$ cat src/rtl/hartslag_meter.sv
// Heart-rate front end: synchronizes and debounces the raw pulse, measures the
// beat-to-beat interval in ms, averages it over a 4-beat window and flags a high
// rate or a lost pulse.
module hartslag_meter #(
  parameter int unsigned TICK_DIV    = 50000,
  parameter int unsigned DEB_TICKS   = 3,
  parameter int unsigned MIN_IVL_MS  = 250,
  parameter int unsigned MAX_IVL_MS  = 2000,
  parameter int unsigned HOOG_IVL_MS = 500
) (
  input  logic        clk,
  input  logic        reset,
  input  logic        hartslag_in,
  output logic [11:0] interval_ms,
  output logic        interval_valid,
  output logic        hartslag_hoog,
  output logic        hartslag_fout
);

  localparam int unsigned PW = (TICK_DIV > 1) ? $clog2(TICK_DIV) : 1;
  localparam int unsigned DW = $clog2(DEB_TICKS + 1);

  typedef enum logic [1:0] {StIdle, StMeasure, StTrack, StLost} state_e;

  logic [1:0]    sync_q;
  logic          sync;
  logic [PW-1:0] presc_q, presc_d;
  logic          tick;
  logic          deb_q, deb_d, deb_prev_q;
  logic [DW-1:0] deb_cnt_q, deb_cnt_d;
  logic          beat;

  state_e        state_q, state_d;
  logic [2:0]    n_q, n_d;
  logic [11:0]   ivl_cnt_q, ivl_cnt_d;
  logic [11:0]   win_q [4];
  logic [11:0]   win_d [4];
  logic [11:0]   interval_q, interval_d;
  logic          hoog_q, hoog_d;
  logic          fout_q, fout_d;
  logic          valid_q, valid_d;

  assign sync = sync_q[1];
  assign tick = (presc_q == PW'(TICK_DIV - 1));
  assign beat = deb_q & ~deb_prev_q;

  // Two-flop synchronizer for the asynchronous sensor input
  always_ff @(posedge clk or negedge reset) begin
    if (!reset) sync_q <= 2'b00;
    else        sync_q <= {sync_q[0], hartslag_in};
  end

  // 1 ms prescaler and debounce next-state
  always_comb begin
    presc_d   = tick ? '0 : presc_q + PW'(1);
    deb_d     = deb_q;
    deb_cnt_d = '0;
    if (sync != deb_q) begin
      if (deb_cnt_q == DW'(DEB_TICKS)) begin
        deb_d     = sync;
        deb_cnt_d = '0;
      end else if (tick) begin
        deb_cnt_d = deb_cnt_q + DW'(1);
      end else begin
        deb_cnt_d = deb_cnt_q;
      end
    end
  end

  // Prescaler and debounce state
  always_ff @(posedge clk or negedge reset) begin
    if (!reset) begin
      presc_q    <= '0;
      deb_q      <= 1'b0;
      deb_prev_q <= 1'b0;
      deb_cnt_q  <= '0;
    end else begin
      presc_q    <= presc_d;
      deb_q      <= deb_d;
      deb_prev_q <= deb_q;
      deb_cnt_q  <= deb_cnt_d;
    end
  end

  // Measurement FSM, interval counter, window and output update
  always_comb begin
    logic        timeout;
    logic        accept;
    logic        upd;
    logic [13:0] sum;

    state_d    = state_q;
    n_d        = n_q;
    win_d      = win_q;
    interval_d = interval_q;
    hoog_d     = hoog_q;
    fout_d     = fout_q;
    valid_d    = 1'b0;
    upd        = 1'b0;
    ivl_cnt_d  = ivl_cnt_q;
    if (tick && (ivl_cnt_q < 12'(MAX_IVL_MS))) ivl_cnt_d = ivl_cnt_q + 12'd1;

    // Timeout wins over a beat in the same clk; that beat is dropped
    timeout = (ivl_cnt_q == 12'(MAX_IVL_MS));
    accept  = beat && (ivl_cnt_q >= 12'(MIN_IVL_MS));

    case (state_q)
      StIdle: begin
        if (timeout) begin
          state_d = StLost;
        end else if (beat) begin
          state_d = StMeasure;
          n_d     = 3'd0;
        end
      end
      StMeasure, StTrack: begin
        if (timeout) begin
          state_d = StLost;
        end else if (accept) begin
          win_d[3]  = win_q[2];
          win_d[2]  = win_q[1];
          win_d[1]  = win_q[0];
          win_d[0]  = ivl_cnt_q;
          ivl_cnt_d = '0;
          if (state_q == StTrack) begin
            upd = 1'b1;
          end else begin
            n_d = n_q + 3'd1;
            if (n_q == 3'd3) begin
              state_d = StTrack;
              upd     = 1'b1;
            end
          end
        end
      end
      StLost: begin
        // ivl_cnt saturates here, so the timeout test does not apply
        if (beat) begin
          state_d = StMeasure;
          n_d     = 3'd0;
        end
      end
      default: state_d = StIdle;
    endcase

    if (state_d != state_q) ivl_cnt_d = '0;

    if ((state_d == StLost) && (state_q != StLost)) begin
      fout_d = 1'b1;
      hoog_d = 1'b0;
      n_d    = 3'd0;
      win_d  = '{default: '0};
    end

    sum = {2'b00, win_d[0]} + {2'b00, win_d[1]} + {2'b00, win_d[2]} + {2'b00, win_d[3]};
    if (upd) begin
      interval_d = 12'(sum >> 2);
      hoog_d     = (12'(sum >> 2) < 12'(HOOG_IVL_MS));
      fout_d     = 1'b0;
      valid_d    = 1'b1;
    end
  end

  // Measurement state and registered outputs
  always_ff @(posedge clk or negedge reset) begin
    if (!reset) begin
      state_q    <= StIdle;
      n_q        <= '0;
      ivl_cnt_q  <= '0;
      win_q      <= '{default: '0};
      interval_q <= '0;
      hoog_q     <= 1'b0;
      fout_q     <= 1'b0;
      valid_q    <= 1'b0;
    end else begin
      state_q    <= state_d;
      n_q        <= n_d;
      ivl_cnt_q  <= ivl_cnt_d;
      win_q      <= win_d;
      interval_q <= interval_d;
      hoog_q     <= hoog_d;
      fout_q     <= fout_d;
      valid_q    <= valid_d;
    end
  end

  assign interval_ms    = interval_q;
  assign interval_valid = valid_q;
  assign hartslag_hoog  = hoog_q;
  assign hartslag_fout  = fout_q;

endmodule
$ cat config.mk
export PLATFORM = sky130hd
export DESIGN_NAME = hartslag_meter
export DESIGN_NICKNAME = d
export VERILOG_FILES = /design/src/rtl/hartslag_meter.sv
export SDC_FILE = /design/constraint.sdc
export NUM_CORES = 1
export LEC_CHECK = 0
export ABC_AREA = 1
export CAP_MARGIN = 15
export CORE_ASPECT_RATIO = 1.2
export CORE_MARGIN = 8
export CORE_UTILIZATION = 30
export CTS_BUF_LIST = sky130_fd_sc_hd__clkbuf_8 sky130_fd_sc_hd__clkbuf_16
export CTS_CLUSTER_SIZE = 14
export DETAILED_ROUTE_END_ITERATION = 8
export PLACE_DENSITY = 0.51
export SLEW_MARGIN = 40
export SYNTH_ARGS = -nofsm -noshare
export SYNTH_HDL_FRONTEND = slang
export SYNTH_SLANG_ARGS = --single-unit
export TNS_END_PERCENT = 30
$ cat constraint.sdc
create_clock -name clk -period 10.1 [get_ports clk]
set_input_delay 1.515 -clock clk [delete_from_list [all_inputs] [get_ports clk]]
set_output_delay 1.515 -clock clk [all_outputs]
set_load 0.005 [all_outputs]
# == Word-level counts from Yosys, hierarchy flattened ==
# Cells that the tools add are included.
# totals
romBits,0
ram_bits,0
mem_count,0
latchBits,0
reg_bits,102
word_cells,89
# op_classes
n_mul,0
n_mux,37
n_addsub,7
bitwise_logic,2
n_div,0
n_shift,0
magnitude_cmp,3
eq_ne,16
n_reduce_logical,8
# ops
op,n
two-way mux 48 bit,4
two-way mux 12 bit,5
two-way mux 2 bit,9
two-way mux 3 bit,6
adder 16 x 1 -> 16 bit (second input constant),1
== test 16 bit (second input constant),1
two-way mux 16 bit,1
adder 13 x 12 -> 14 bit,1
adder 14 x 12 -> 14 bit,1
adder 12 x 12 -> 13 bit,1
adder 12 x 1 -> 12 bit (second input constant),1
== test 12 x 11 -> 1 bit (second input constant),1
>= comparator 12 x 8 -> 1 bit (second input constant),1
< comparator 12 x 11 -> 1 bit (second input constant),1
< comparator 12 x 9 -> 1 bit (second input constant),1
inequality test 3 bit (second input constant),4
two-way mux 1 bit,10
one-hot mux 3 bit (3 select lines),1
== test 2 bit (second input constant),4
one-hot mux 2 bit (3 select lines),1
AND reduction 4 bit,1
adder 3 x 1 -> 3 bit (second input constant),1
== test 3 x 2 -> 1 bit (second input constant),1
logical AND 1 bit,3
other kinds (12),12

# == Depth between registers and ports, before layout ==
# depth
word_depth,14
mapped_depth,33
ltp_nobuf,31

# == Worst setup path before layout ==
# Ideal clock, no wire load.
# synth_timing
path_kind,flip-flop to flip-flop
startpoint,reg state_q[1]
endpoint,"reg hoog_q, in the netlist hartslag_hoog"
slack_ns,5.268
path_stages_with_launch,30
period_less_slack_ns,4.832
setup_ns,0.066
arrival_ns,4.766
cell_sequence,dfrtp_1 -> inv_1 -> ha_1 -> inv_1 -> nand2_1 -> or2_2 -> nand3_4 -> nor2_4 -> nand2_4 -> inv_1 -> buf_2 -> buf_2 -> a21oi_1 -> fa_1 -> inv_1 -> fa_1 -> nor3_1 -> fa_1 -> nand3_1 -> and2_1 -> o221ai_1 -> nand2_1 -> nand2_1 -> a21oi_1 -> or2_2 -> a21oi_1 -> nand2_1 -> nor2_1 -> nand2_1 -> nand2_1
# synth_lines
element,line,source
from (decl),33,"state_e state_q, state_d;"
from (signal assigned),167,state_q <= StIdle;
from (signal assigned),176,state_q <= state_d;
to (signal assigned),181,hoog_q <= hoog_d;
to (decl),39,"logic hoog_q, hoog_d;"

==> results_dict.tcl <==
set metrics [dict create \
    path_class "flip-flop to flip-flop" \
    routed_wl_um 12580 \
    die_w_um 143.8 \
    slew_violations 0 \
    cp_data_arrival_time_ns 5.72 \
    syn_nets 765 \
    cp_top_family "simple AND/OR/NAND/NOR gates" \
    timing.fmax_mhz 184.4 \
    postLayoutCoreUtil_pct 34.23 \
    mostFrequentLayoutCell "nand2_1" \
    drive_above_1_share_pct 7.191 \
    synth-seq-area-share_pct 43.40 \
    regArea_sq_um 2552 \
    leakage_nw 3.353 \
    fin_crit_sh_pct 53.70 \
    overflow 0 \
    startpoint_type "flip-flop" \
    syn_area_per_cell_sq_um 8.203 \
    combPwrFrac_pct 1.3 \
    core-area_sq_um 19410 \
    path_clk_slew_ns 0.07 \
    p_sw_mw 0.1650 \
    maxCapViolCount 0 \
    layout_min_cycle_time_ns 5.424 \
    h-tree-depth 3 \
    drt_iter0_drc 250 \
    crit_top_cell "nand2_1" \
    setup_tns_ns 0 \
    synth_compound_area_share_pct 9.232 \
    diodes 0 \
    crit_path_top_delay_cell "fa_1" \
    die_h_um 169.4 \
    synth_cells 717 \
    antenna_found_initial 0 \
    grt_pass1_vias 4439 \
    synthMuxAreaShare_pct 0 \
    fillCellCount 2058 \
    async_reset_ff_share_pct 100.0 \
    clock_path_buffers 2 \
    synth_warnings 0 \
    grt_max_degree 67 \
    gp_congestion 0.8040 \
    max-slew-margin-rel_pct 47.06 \
    syn_to_final_growth_pct 12.93 \
    status "finished clean" \
    finalSetupViolations 0 \
    synth_area_sq_um 5882 \
    critPathMaxFanout 38 \
    clk_latency_ns 0.35 \
    dr.pass1.iters 4 \
    placementRows 56 \
    drc 0 \
    p_per_area_nw_per_um2 117.3 \
    nets 781 \
    port_buffers 17 \
    p_seq_share_pct 52.5 \
    p_sw_share_pct 21.17 \
    clkPwrFrac_pct 46.1 \
    viasPerCell 4.386 \
    p_int_mw 0.6141 \
    synth_fa_ha_area_share_pct 12.64 \
    grt_pass1_wl_um 22190 \
    ys_seq_elements 102 \
    multi_input_area_sq_um 2799 \
    pin_count 18 \
    p_total_mw 0.7791 \
    grt_usage_pct 11.40 \
    drtAntennaViolNets 0 \
    cts_hold_buffers 0 \
    synth_xor_xnor_area_share_pct 1.489 \
    finalHoldViolations 0 \
    cts_tree "built" \
    via_count 4377 \
    cts_resized 0 \
    required_ns 10.39 \
    cts_sinks 102 \
    numCtsBuffers 9 \
    initial_core_util_pct 30.31 \
    critPathMaxStageDelay_ns 0.55 \
    root_buffer "clkbuf_16" \
    synth_top_family_by_area "simple AND/OR/NAND/NOR gates" \
    cts_setup_buffers 0 \
    whs_ns 0.3622 \
    final_cell_mix "204 x nand2_1, 117 x inv_1, 102 x dfrtp_1, 59 x a21oi_1, 53 x nor2_1" \
    routedWlPerCell_um 12.60 \
    synth-main-ff-cell "dfrtp_1" \
    skew_ns 0.009077 \
    ys_types 45 \
    end_kind "flip-flop" \
    ir_drop_mv 0.05744 \
    rsz0062_at_grt "no" \
    crit_buf_inv 4 \
    yosys.area_share.simple_pct 24.23 \
    fp.dieArea_sq_um 24360 \
    synth_edf_count 0 \
    worstMarginPinSlew_ns 0.7940 \
    place_hpwl_um 8996 \
    min_path_type "flip-flop to flip-flop" \
]
[stage by stage]
stage	cell area [sq um]	cells	setup slack [ns]
6_report	6643	998	4.676
5_1_grt	6643	998	3.931
3_3_place_gp	6339	983	4.741
4_1_cts	6643	998	4.664
3_5_place_dp	6342	983	4.694
2_1_floorplan	5882	717	5.268
[path summary, 6_finish.rpt]
path,start,to,slack [ns],cells after the start
min reg2reg,sync_q[0],sync_q[1],0.36,0
min in group asynchronous,reset,win_q[11],1.13,1
max in group asynchronous,reset,win_q[42],7.96,2
max,ivl_cnt_q[0],hartslag_hoog,4.68,31
max reg2reg,ivl_cnt_q[0],hartslag_hoog,4.68,31
min,sync_q[0],sync_q[1],0.36,0
[layout make-up]
class | instances | area share, %
Inverter | 121 | 6.856
Clock buffer | 11 | 3.805
Multi-Input combinational cell | 477 | 42.14
Sequential cell | 102 | 38.43
Tap cell | 261 | 4.916
Timing Repair Buffer | 22 | 3.146
Clock inverter | 4 | 0.7158
[sequential cells by signal (all words and copies together) (netlist names), 2 cells and up]
signal,cells
win_q,48
deb_cnt_q,2
ivl_cnt_q,12
interval_ms,12
presc_q,16
sync_q,2
n_q,3
state_q,2
[kinds of logic (layout without fill, tap and decap cells)]
group,Yosys count,in the layout
AO/OA/AOI/OAI,98,98
XOR/XNOR,10,10
adder cells (fa/ha/maj),45,45
buffers and inverters,138,158
flip-flops,102,102
AND/OR/NAND/NOR,324,324
[layer usage]
layer,global-route usage (%),up-vias,part of all wire (%)
li1,-,2265,-
met1,14.76,2070,49
met2,18.58,32,48
met3,1.829,10,2.1
met4,4.535,0,1.5
met5,0,-,0
[cell usage after synthesis, types with 2 or more instances]
cell type / number / area, sq um
buf_2: 6 / 30.03
nor2_2: 3 / 18.77
xnor2_1: 3 / 26.28
nor4_1: 2 / 12.51
nand2_1: 204 / 765.7
clkbuf_1: 10 / 37.54
o21ai_0: 25 / 125.1
nor4_2: 2 / 25.02
o22ai_1: 2 / 12.51
or2_2: 3 / 18.77
inv_1: 116 / 435.4
ha_1: 21 / 262.8
nand3_1: 19 / 95.09
fa_1: 24 / 480.5
nand4_2: 3 / 37.54
nand2_2: 6 / 37.54
dfrtp_1: 102 / 2552
inv_2: 3 / 11.26
nor2_1: 53 / 198.9
xor2_1: 7 / 61.31
o21ai_2: 2 / 17.52
nand3_2: 3 / 30.03
nand4_1: 8 / 50.05
a21oi_1: 59 / 295.3
nor3_1: 11 / 55.05
[power by group through the flow]
stage / Clock, mW / Sequential, mW / Combinational, mW
2_1_floorplan: 0 / 0.417 / 0.000974
3_3_place_gp: 0 / 0.417 / 0.0110
3_5_place_dp: 0 / 0.417 / 0.0112
4_1_cts: 0.373 / 0.409 / 0.0112
5_1_grt: 0.383 / 0.409 / 0.0127
6_report: 0.360 / 0.409 / 0.0102
Power figures use the tool's default switching activity.
